File: src/rtl/regfile_param.sv
// Parametrised register file: one write port, two combinational read ports,
// optional bypass and hardwired-zero R0, plus a one-register-per-cycle clear.
module regfile_param #(
    parameter int WIDTH   = 16,
    parameter int ADDR_W  = 3,
    parameter int BYPASS  = 1,
    parameter int ZERO_R0 = 0
) (
    input  logic              clk,
    input  logic              reset,
    input  logic [ADDR_W-1:0] dest,
    input  logic [WIDTH-1:0]  w_in,
    input  logic              w_en,
    input  logic [ADDR_W-1:0] src0,
    input  logic [ADDR_W-1:0] src1,
    output logic [WIDTH-1:0]  op0,
    output logic [WIDTH-1:0]  op1,
    input  logic              clr_req,
    output logic              clr_busy,
    output logic              clr_done
);

    localparam int DEPTH = 2 ** ADDR_W;

    typedef enum logic [1:0] {
        IDLE  = 2'd0,
        SWEEP = 2'd1,
        DONE  = 2'd2
    } clr_state_e;

    clr_state_e        state_q, state_d;
    logic [ADDR_W-1:0] ptr_q, ptr_d;
    logic [WIDTH-1:0]  mem_q [DEPTH];

    logic sweep;
    logic wr_acc;

    assign sweep  = (state_q == SWEEP);
    assign wr_acc = w_en && !sweep &&
                    !((ZERO_R0 != 0) && (dest == '0));

    always_ff @(posedge clk or posedge reset) begin
        if (reset) begin
            state_q <= IDLE;
            ptr_q   <= '0;
        end else begin
            state_q <= state_d;
            ptr_q   <= ptr_d;
        end
    end

    always_comb begin
        state_d  = state_q;
        ptr_d    = ptr_q;
        clr_busy = 1'b0;
        clr_done = 1'b0;
        unique case (state_q)
            IDLE: begin
                if (clr_req) begin
                    state_d = SWEEP;
                    ptr_d   = '0;
                end
            end
            SWEEP: begin
                clr_busy = 1'b1;
                ptr_d    = ptr_q + 1'b1;
                if (ptr_q == {ADDR_W{1'b1}}) begin
                    state_d = DONE;
                end
            end
            DONE: begin
                clr_done = 1'b1;
                state_d  = IDLE;
            end
            default: begin
                state_d = IDLE;
                ptr_d   = '0;
            end
        endcase
    end

    // Sweep and write never coincide: writes are blocked while sweeping.
    always_ff @(posedge clk or posedge reset) begin
        if (reset) begin
            for (int i = 0; i < DEPTH; i++) begin
                mem_q[i] <= '0;
            end
        end else if (sweep) begin
            mem_q[ptr_q] <= '0;
        end else if (wr_acc) begin
            mem_q[dest] <= w_in;
        end
    end

    always_comb begin
        op0 = mem_q[src0];
        if ((BYPASS != 0) && wr_acc && (src0 == dest)) begin
            op0 = w_in;
        end
        if ((ZERO_R0 != 0) && (src0 == '0)) begin
            op0 = '0;
        end
    end

    always_comb begin
        op1 = mem_q[src1];
        if ((BYPASS != 0) && wr_acc && (src1 == dest)) begin
            op1 = w_in;
        end
        if ((ZERO_R0 != 0) && (src1 == '0)) begin
            op1 = '0;
        end
    end

endmodule

File: config.mk
export PLATFORM = sky130hd
export DESIGN_NAME = regfile_param
export DESIGN_NICKNAME = d
export VERILOG_FILES = /design/src/rtl/regfile_param.sv
export SDC_FILE = /design/constraint.sdc
export NUM_CORES = 1
export LEC_CHECK = 0
export BUFFER_PORTS_ARGS = -buffer_cell sky130_fd_sc_hd__buf_2
export CORE_MARGIN = 2
export CORE_UTILIZATION = 58
export CTS_CLUSTER_DIAMETER = 100
export DETAILED_ROUTE_END_ITERATION = 7
export PLACE_DENSITY = 0.82
export SETUP_SLACK_MARGIN = 0.5
export SLEW_MARGIN = 20
export SYNTH_ARGS = -nofsm -noshare
export SYNTH_HDL_FRONTEND = slang
export SYNTH_SLANG_ARGS = --single-unit
export TNS_END_PERCENT = 20
File: constraint.sdc
create_clock -name clk -period 5 [get_ports clk]
set_input_delay 1 -clock clk [delete_from_list [all_inputs] [get_ports clk]]
set_output_delay 1 -clock clk [all_outputs]
set_load 0.02 [all_outputs]
==> impl_metrics.yaml <==
timing:
  hold_viol: 0
  tightestPinTransition_ps: 1180
  fin_worst_skew_ps: 6.43
  tns_ps: 0
  relSlewSlack_pct: 21.6
  whs_ps: 483
  rsz0062_at_grt: "false"
  max_clock_freq_mhz: 249
  setup_viol: 0
  period_needed_ps: 4020
  slew_violations: 0
  period_share_pct: 80.5
global_route:
  grtUsageTotal_pct: 31.8
  grt_max_degree: 83
  grt_first_pass_wirelength_um: 33400
  grt_pass1_vias: 5772
  antenna_found_initial: 0
  grt_overflow: 0
finish:
  syn_to_final_growth_pct: 12.8
  drive_gt1_share_pct: 41.4
  nFillCells: 862
  nets: 571
  final_common_cell: "dfrtp_1"
  final_cell_mix: "dfrtp_1, a22o_1, mux2_2"
  finish.utilization_pct: 67.1
  num_antenna_cells: 0
logic_synthesis:
  synth.avg_cell_area_um2: 15.2
  ys_warn_count: 0
  synthFlopType: "dfrtp_1"
  synth_area_mm2: 0.00754
  ys_async_sr_fraction_pct: 100
  syn_nets: 526
  seq_area_frac_synth_pct: 44.2
  synth_edf_count: 0
  synthCells: 495
  synth_seq_cells: 133
  yosysUniqueCellTypes: 34
cts:
  cts_tree: "built"
  cts_buffers: 17
  clock_path_buffers: 2
  cts_resized: 0
  cts.reportedPaths.clkPinSlew_ps: 60
  cts_root_buffer: "clkbuf_16"
  cts_hold_buf: 0
  clock-sinks: 133
  post_cts_buffers: 0
  cts_max_level: 4
  insertion_delay_ps: 430
routing:
  drt_iter0_drc: 685
  vias_per_cell: 7.46
  ant_nets: 0
  wirelength_um: 21100
  dr_total_vias: 5392
  drc_errors: 0
  drt_pass1_iterations: 5
  wl_per_cell_um: 29.1
critical_path:
  path_cells: "buf_2, buf_12, mux4_1, mux2_2, mux2_2, buf_2"
  crit_arrival_ps: 3020
  required_ps: 4000
  path_delay_family: "multiplexers"
  cp-end-kind: "output port"
  crit_type: "input port to output port"
  crit_fanout: 19
  path_buf_inv: 3
  cpPeakStageDelay_ps: 580
  crit_path_top_delay_cell: "mux4_1"
  startpoint_type: "input port"
floorplan:
  die_area_mm2: 0.0139
  die_height_um: 118
  ioPinCount: 63
  start_util_pct: 59.5
  die_w_um: 118
  rows: 41
  coreArea_mm2: 0.0127
placement:
  gp_congestion: 0.804
  numPortBuffers: 62
  hpwl_um: 12000
pwr:
  power.leakage_nw: 4.08
  p_per_area_mw_per_mm2: 557
  ir_worst_vdd_mv: 0.356
run_status:
  status: "finished clean"
flow_run:
  maxCapViolCount: 0
hold_path:
  hold_class: "flop to flop"
-- metrics by stage --
| step | power (mW) | area [um^2] | cells | setup slack [ps] |
|---|---|---|---|---|
| 2_1_floorplan | 3.02 | 7540 | 495 | 1510 |
| 3_3_place_gp | 3.41 | 7920 | 692 | 1000 |
| 3_5_place_dp | 3.50 | 7930 | 692 | 976 |
| 4_1_cts | 4.69 | 8470 | 722 | 948 |
| 5_1_grt | 4.93 | 8510 | 723 | 886 |
| 6_report | 4.74 | 8510 | 723 | 976 |
-- power breakdown --
| part | leakage [nW] | switching (mW) | internal [mW] | total, mW |
|---|---|---|---|---|
| Sequential | 1.81 | 0.365 | 1.47 | 1.84 |
| Combinational | 1.99 | 0.853 | 0.879 | 1.73 |
| Clock | 0.272 | 0.461 | 0.704 | 1.16 |
-- worst paths after layout --
check / startpoint / to / slack (ps) / cells after the start
max: src0[0] / op0[6] / 980 / 6
min: state_q[1] / state_q[0] / 480 / 1
max reg2reg: state_q[1] / mem_q[14] / 2540 / 6
min reg2reg: state_q[1] / state_q[0] / 480 / 1
max in group asynchronous: reset / state_q[0] / 3660 / 3
min in group asynchronous: reset / mem_q[9] / 580 / 2
-- cells in the mapped netlist (3+ instances only) --
library cell	instances	share of area (%)
dfrtp_1	133	44
a22o_1	130	15
mux2_2	64	9.6
mux4_2	34	10
mux4_1	30	10
clkbuf_1	17	0.85
buf_1	16	0.80
buf_2	10	0.66
buf_6	8	1.2
xor2_1	6	0.70
buf_4	5	0.50
nor2_1	5	0.25
a31oi_2	4	0.66
nor4_4	4	1.1
a21oi_1	3	0.20
inv_1	3	0.15
-- cell families after synthesis --
kind of cell	share of synthesized area, %
adder cells (fa/ha/maj)	0.332
AO/OA/AOI/OAI	16.4
AND/OR/NAND/NOR	3.64
multiplexers	30.3
flip-flops	44.2
XOR/XNOR	0.697
buffers and inverters	4.50
-- layer usage --
metal  part of all wire, %  track usage (%)  vias up  wire length, um
li1                      -                -     2136                -
met1                    37             41.8     2785             7860
met2                    49             49.2      393            10300
met3                    10             8.96       78             2210
met4                   3.5             15.0        0              741
met5                     0                0        -                0
-- area by class of cell --
type                            count  area (um^2)  area share (%)
Sequential cell                   133         3330            39.1
Clock buffer                       26          519            6.10
Timing Repair Buffer               83          505            5.94
Tap cell                          172          215            2.53
Multi-Input combinational cell    301         3900            45.8
Inverter                            4         21.3           0.250
Clock inverter                      4         20.0           0.235
-- flip-flops by register name, summed over array words and instances (netlist names) --
signal,count
ptr_q,3
state_q,2
mem_q,128
(Power assumes the default switching activity.)
